`src/rtl/uart_word_tx_fifo.sv`:
```
// uart_word_tx_fifo
// Word queue in front of the byte-level UART sender. 32-bit words pushed by
// the pipeline are buffered in a circular FIFO, then each word is sent as
// four bytes, MSB first. Each byte uses a one-cycle send strobe and a
// level-ready handshake with the sender.
module uart_word_tx_fifo #(
    parameter int DEPTH_WIDTH = 3
) (
    input  logic                   CLK,
    input  logic                   reset,
    input  logic [31:0]            push_data,
    input  logic                   push_enable,
    input  logic                   sender_ready,
    output logic [7:0]             sender_data,
    output logic                   sender_enable,
    output logic                   full,
    output logic                   empty,
    output logic [DEPTH_WIDTH:0]   count,
    output logic                   busy,
    output logic                   overflow
);

    localparam int DEPTH = 1 << DEPTH_WIDTH;
    localparam logic [DEPTH_WIDTH:0] FULL_COUNT = {1'b1, {DEPTH_WIDTH{1'b0}}};

    typedef enum logic [1:0] {
        IDLE      = 2'd0,
        SEND      = 2'd1,
        WAIT_BUSY = 2'd2,
        WAIT_DONE = 2'd3
    } state_t;

    state_t state;
    state_t state_next;

    logic [31:0]            mem [DEPTH];
    logic [DEPTH_WIDTH-1:0] wptr;
    logic [DEPTH_WIDTH-1:0] rptr;
    logic [31:0]            shift;
    logic [1:0]             byte_idx;

    logic pop;
    logic push_ok;
    logic strobe;
    logic advance;

    // Flags come from the registered count only, so no path from push_enable.
    assign full  = (count == FULL_COUNT);
    assign empty = (count == '0);
    assign busy  = (state != IDLE);

    // A push into a full FIFO still fits when the serializer pops this cycle.
    assign push_ok = push_enable && (!full || pop);

    // FSM state register.
    always_ff @(posedge CLK) begin
        if (reset) begin
            state <= IDLE;
        end else begin
            state <= state_next;
        end
    end

    // Next-state logic plus the per-cycle pop / strobe / shift decisions.
    always_comb begin
        state_next = state;
        pop        = 1'b0;
        strobe     = 1'b0;
        advance    = 1'b0;
        unique case (state)
            IDLE: begin
                if (!empty) begin
                    pop        = 1'b1;
                    state_next = SEND;
                end
            end
            SEND: begin
                if (sender_ready) begin
                    strobe     = 1'b1;
                    state_next = WAIT_BUSY;
                end
            end
            WAIT_BUSY: begin
                // The sender dropping ready acknowledges the byte.
                if (!sender_ready) begin
                    state_next = WAIT_DONE;
                end
            end
            WAIT_DONE: begin
                if (sender_ready) begin
                    if (byte_idx == 2'd3) begin
                        state_next = IDLE;
                    end else begin
                        advance    = 1'b1;
                        state_next = SEND;
                    end
                end
            end
            default: state_next = IDLE;
        endcase
    end

    // FIFO storage; contents are don't-care until written, so no reset.
    always_ff @(posedge CLK) begin
        if (push_ok) begin
            mem[wptr] <= push_data;
        end
    end

    // Pointers, occupancy and sticky overflow flag.
    always_ff @(posedge CLK) begin
        if (reset) begin
            wptr     <= '0;
            rptr     <= '0;
            count    <= '0;
            overflow <= 1'b0;
        end else begin
            if (push_ok) begin
                wptr <= wptr + 1'b1;
            end
            if (pop) begin
                rptr <= rptr + 1'b1;
            end
            if (push_ok && !pop) begin
                count <= count + 1'b1;
            end else if (pop && !push_ok) begin
                count <= count - 1'b1;
            end
            if (push_enable && !push_ok) begin
                overflow <= 1'b1;
            end
        end
    end

    // Shift register, byte index and the registered sender interface.
    always_ff @(posedge CLK) begin
        if (reset) begin
            shift         <= '0;
            byte_idx      <= '0;
            sender_data   <= '0;
            sender_enable <= 1'b0;
        end else begin
            sender_enable <= strobe;
            if (strobe) begin
                sender_data <= shift[31:24];
            end
            if (pop) begin
                shift    <= mem[rptr];
                byte_idx <= '0;
            end else if (advance) begin
                shift    <= {shift[23:0], 8'h00};
                byte_idx <= byte_idx + 1'b1;
            end
        end
    end

endmodule

```
`config.mk`:
```
export PLATFORM = sky130hd
export DESIGN_NAME = uart_word_tx_fifo
export DESIGN_NICKNAME = d
export VERILOG_FILES = /design/src/rtl/uart_word_tx_fifo.sv
export SDC_FILE = /design/constraint.sdc
export NUM_CORES = 1
export LEC_CHECK = 0
export CELL_PAD_IN_SITES_DETAIL_PLACEMENT = 0
export CELL_PAD_IN_SITES_GLOBAL_PLACEMENT = 1
export CORE_UTILIZATION = 45
export DETAILED_ROUTE_END_ITERATION = 16
export GPL_TIMING_DRIVEN = 1
export PLACE_DENSITY_LB_ADDON = 0.1
export SKIP_LAST_GASP = 1
export SLEW_MARGIN = 20
export SYNTH_ARGS = -nofsm -noshare
export SYNTH_HDL_FRONTEND = slang
export SYNTH_SLANG_ARGS = --single-unit
```
`constraint.sdc`:
```
create_clock -name CLK -period 4.05 [get_ports CLK]
set_input_delay 0.6075 -clock CLK [delete_from_list [all_inputs] [get_ports CLK]]
set_output_delay 0.6075 -clock CLK [all_outputs]
set_load 0.005 [all_outputs]
```
==> run metrics, run 1 <==
worst hold slack 455.5 ps; Worst Tran Pin Value 946.3 ps; FP Rows 59; TNS Setup 0 ps; n_diodes 0; drt pass-1 iters 4; gate count after technology mapping 642; Net Switching 2.208 mW; GPL Wtd Cong 0.7640; CP Capture Type register; vias in the first global route roughly 6400; Hold-fix buffers, CTS 0; Mapped Area 0.01196 sq mm; Comb pwr share 17.8%; Top Ports 53; RR Startpoint count[0]; Critical Path Start Type register; DR WL/cell 22.00 microns; dpl hpwl between 10000 and 15000 microns; number of flops mapped to enable cells by yosys 256; area delta synth->final 16.78%; Pwr per Cell Area 602.4 mW/mm^2; die height 165.0 microns; area share of the largest cell type after synthesis 64.28%; switching part of the total 26.24%; largest cells by area after synthesis edfxtp_1 64%, dfxtp_1 9.9%, mux4_2 9.0%; unrepaired setup endpoints after global routing false; Flop pwr share slightly below 50%; critical path required time 4440 ps; share of layout cells above drive strength 1 17.43%; CTS sink cnt 315; clock-pin slew on the worst setup and hold paths 60 ps; flop and latch count out of synthesis 315; post_cts resized 0; CTS root buf clkbuf_16; worst hold path type register to register; synth unique cells 40; Internal 6.206 mW; die width around 170 microns; Async S/R FF share, synth 0%; Max Cap Violations 0; outcome finished, final reports clean; Hold Startpoint sender_data[0]; largest net degree at the start of global routing 36; detailed-route DRC error count 0; Clock power frac 33.8%; Worst Setup Slack, final 1210 ps; Post-Syn Area per Cell 18.63 sq um; first-pass GRT wire length around 37000 microns; Crit Path Max Fanout 7; Tcrit/Tclk final 70.13%; Crit. Startpoint count[0]; M1 wire length 10570 microns; clk_skew 7.498 ps; I/O Buffers 52; DR vias/cell 5.593; die area around 0.027 sq mm; met2 routed WL ~12000 microns; cell taking the most area after synthesis edfxtp_1; max-slew violations 0; crit path DAT around 3200 ps; CTS tree done; initial antenna violation count 0; routed vias 6012; Max Fclk 352.1 MHz; top sig layer met4; sequential-to-total area share from yosys stat 74.16%; H-tree levels 2; final setup fails 0; CTS max path bufs 3; CTS buffer count 34; gr usage total 18.41%; normalized max-slew margin 36.91%; initial drt markers 342; Routed WL around 24000 microns; syn_nets 690; met3 routed WL 737 microns; Synth warnings 0; Core ar. 0.02606 sq mm; Post-CTS Setup Repair Bufs 0; initial core utilization between 40% and 50%; pre-CTS setup slack 1115 ps; leakage power 4.639 nW; CP Class register to register; Layout Nets 763; crit path time final approximately 2800 ps; Peak VDD IR 0.3389 mV; final hold vios 0; predominant post-synthesis flop cell edfxtp_1; clock latency on the worst-skew pair ~500 ps; ANT nets after route 0; grt ovf 0
-- power by group through the flow --
stage                     Clock (mW)  Sequential (mW)  Combinational [mW]
after CTS                       2.92             4.09                1.53
after detailed placement           0             4.15                1.53
final                           2.84             4.08                1.50
after global routing            3.04             4.12                1.65
after floorplan                    0             4.01                1.11
after global placement             0             4.14                1.49
-- sequential cells by signal, summed over array words and instances, names as in the netlist, named ones only --
signal / count
byte_idx: 2
count: 4
rptr: 3
state: 2
overflow: 1
sender_data: 8
sender_enable: 1
wptr: 3
mem: 256
shift: 32
-- synthesized netlist by cell type, drive strengths merged (3+ instances only) --
cell,instances
edfxtp,256
mux2i,60
dfxtp,59
mux4,48
a22oi,41
nor2,25
o21ai,25
buf,23
a21oi,13
nand2,12
clkbuf,11
ha,11
nand3,10
a32o,8
inv,6
nand2b,6
nor2b,4
xor2,4
nor3,3
-- layout make-up --
class	instances	area, sq um
fill	2052	12090
sequential	315	8874
multi-input combinational	287	2942
clock buffer	49	968.4
timing repair buffer	71	675.6
tap	335	419.2
clock inverter	12	65.06
inverter	6	22.52
-- metrics by stage --
step           total power, mW  util (%)  instances  area [sq um]
3_3_place_gp             5.630     49.63       1014         12930
2_1_floorplan            5.122         -        642         11960
5_1_grt                  8.811     53.59       1075         13970
6_report                 8.413     53.59       1075         13970
3_5_place_dp             5.679     49.63       1014         12930
4_1_cts                  8.538     53.59       1075         13970
-- routing by layer --
layer / track usage (%) / vias to the layer above
li1: - / 2734
met1: 24.29 / 3142
met2: 31.46 / 101
met3: 3.014 / 35
met4: 5.171 / 0
met5: 0 / -
-- placed cells by master (no fill, tap or decap), types with 2 or more instances in the layout --
cell and n:
a21oi_1 12, a22oi_1 41, a31oi_1 2, a32o_1 8, buf_4 18, clkbuf_1 10, clkbuf_16 35, clkbuf_8 4
clkdlybuf4s50_1 52, clkinv_1 4, clkinv_2 6, dfxtp_1 57, edfxtp_1 256, ha_1 11, inv_1 6, mux2i_1 60
mux4_2 48, nand2_1 12, nand2b_1 6, nand3_1 10, nor2_1 19, nor2_4 6, nor2b_1 4, nor3_2 3
o21ai_0 15, o21ai_1 10, xnor2_1 2, xor2_1 4
-- path summary, 6_finish.rpt --
kind	endpoint	slack (ps)	depth (start not counted)
max	count[3]	1210	9
min	sender_data[0]	460	2
max reg2reg	count[3]	1210	9
min reg2reg	sender_data[0]	460	2
-- worst max-delay path, cell delays in order, from the launching register on --
cell and delay, ps:
dfxtp_1 400, or4b_1 610, o21a_1 260, ha_1 230, inv_1 130, ha_1 290
a21oi_1 210, a211oi_1 100, a31oi_1 160, mux2_2 340
-- kinds of logic (layout without fill, tap and decap cells) --
| logic type | after synthesis | after routing | share of synthesized area, % |
|---|---|---|---|
| DFF | 315 | 315 | 74.16 |
| xor gates and xnor gates | 6 | 6 | 0.4394 |
| buffers and inverters | 40 | 138 | 1.705 |
| adders and majority gates | 12 | 12 | 1.318 |
| muxes | 109 | 109 | 14.16 |
| AOI/OAI and AO/OA | 95 | 95 | 5.587 |
| and+or+nand+nor | 65 | 65 | 2.637 |
Note: power is estimated with default switching activity, not from simulation.
==> run 2: changes to the inputs <==
clock period = 2.38 ns   (was 4.05 ns; I/O delays follow)
==> run 2 against run 1 <==
Against the previous run:
- the flow now finishes with violations (negative setup slack)
- via count up 0.91%
- combinational power is 110% higher
- clock-buffer cell count down 2
- die area unchanged
- sequential power rose by 69%
- critical endpoint unchanged
- largest cell class unchanged
- largest power group unchanged
==> run metrics, run 2 (same netlist as run 1, synthesis figures left out) <==
CTS sink cnt 315; I/O Buffers 52; initial drt markers between 400 and 500; unrepaired setup endpoints after global routing true; clock-pin slew on the worst setup and hold paths 60 ps; die area 0.02723 sq mm; Max Cap Violations 0; grt ovf 0; Most flops, register mem; DR vias/cell between 5 and 6; die width 165.0 microns; Routed WL 24850 microns; H-tree levels 2; clk_skew 20.84 ps; vias in the first global route 6384; CTS buffer count 35; first-pass GRT wire length 38310 microns; Peak VDD IR 0.5937 mV; FP Rows 59; Pwr per Cell Area between 1000 and 1500 mW/mm^2; met2 routed WL 12150 microns; TNS Setup -76.94 ps; detailed-route DRC error count 0; Crit Path Max Fanout 3; Layout Nets between 800 and 900; met3 routed WL 1075 microns; crit path time final 2457 ps; Top Ports 53; n_diodes 0; Design Area, Final 0.01453 sq mm; top sig layer met4; Worst Setup Slack, final -76.94 ps; worst hold slack 455.6 ps; max-slew violations 0; CP Class register to register; M1 wire length 11240 microns; die height 165.0 microns; routed vias 6067; gr usage total 19.30%; leakage power 4.886 nW; CP Capture Type register; dpl cell area approximately 0.013 sq mm; largest registers mem (256), shift (32), sender_data (8); CTS root buf clkbuf_16; fin util a little under three fifths; CTS tree done; Max Fclk about 410 MHz; share of layout cells above drive strength 1 between 20% and 30%; clock latency on the worst-skew pair 500 ps; area delta synth->final 21.48%; Worst Tran Pin Value a little over 700 ps; most common library cell in the layout ignoring fill and taps edfxtp_1; violated checks negative setup slack; Largest register FFs 256; normalized max-slew margin 52.43%; Core ar. 0.02606 sq mm; Tcrit/Tclk final 103.2%; initial antenna violation count 0; critical path required time ~2800 ps; worst hold path type register to register; Power, Total 14.93 mW; GPL Wtd Cong 0.7778; largest net degree at the start of global routing 33; ANT nets after route 0; final setup fails 1; outcome finished with violations; leading cell types in the layout, fill and taps excluded 256 x edfxtp_1, 60 x mux2i_1, 54 x dfxtp_1; final hold vios 0; dpl hpwl ~16000 microns; crit path DAT 2830 ps; initial core utilization 45.89%; DR WL/cell between 20 and 25 microns; Critical Path Start Type register; drt pass-1 iters 7; CTS max path bufs 3
-- run 2: cell types whose count changed in the layout (fill, tap and decap cells not counted), sizes merged, moves of 2 or more --
cell and delta:
bufinv +2, clkbuf -2, clkdlybuf4s50 -2, buf +39
-- run 2: final timing paths --
check | from | slack, ps | endpoint | cells after the start
setup / recovery | count[1] | -80 | count[3] | 9
hold reg to reg | sender_data[6] | 460 | sender_data[6] | 2
setup reg to reg | count[1] | -80 | count[3] | 9
hold / removal | sender_data[6] | 460 | sender_data[6] | 2
-- run 2: final cells by class --
type	instances	area, sq um
Clock buffer	47	920.9
Fill cell	2024	11530
Tap cell	335	419.2
Multi-Input combinational cell	287	3015
Inverter	6	22.52
Clock inverter	15	127.6
Sequential cell	315	8877
Timing Repair Buffer	110	1145
-- run 2: repair_timing --
action                     4_1_cts  5_1_grt
resized for setup                7        1
pin swaps                        7        0
hold buffers                     0        0
setup buffers                    6        0
gates cloned                     0        0
setup endpoints to repair        3        3
-- run 2: worst max-delay path, stage by stage, from the launching register on --
cell	delay (ps)
dfxtp_2	320
or4b_4	530
o21a_1	210
ha_2	190
inv_2	90
ha_4	220
a21oi_4	140
a211oi_2	80
a31oi_1	190
mux2_2	360
-- run 2: power breakdown --
part | internal, mW | switching [mW] | total [mW]
clock | 2.93 | 2.00 | 4.94
sequential | 6.50 | 0.397 | 6.90
combinational | 1.57 | 1.52 | 3.09
total | 11.0 | 3.92 | 14.9
-- run 2: per-layer routing --
metal	track usage, %	vias to the layer above
li1	-	2815
met1	27.10	3099
met2	31.51	128
met3	3.089	25
met4	4.712	0
met5	0	-
-- run 2: per-stage QoR --
step                      cells  setup WS (ps)
after floorplan             642         -474.5
after global placement     1047         -58.92
after detailed placement   1047         -154.2
after CTS                  1115         -40.23
after global routing       1115         -150.1
final                      1115         -76.94
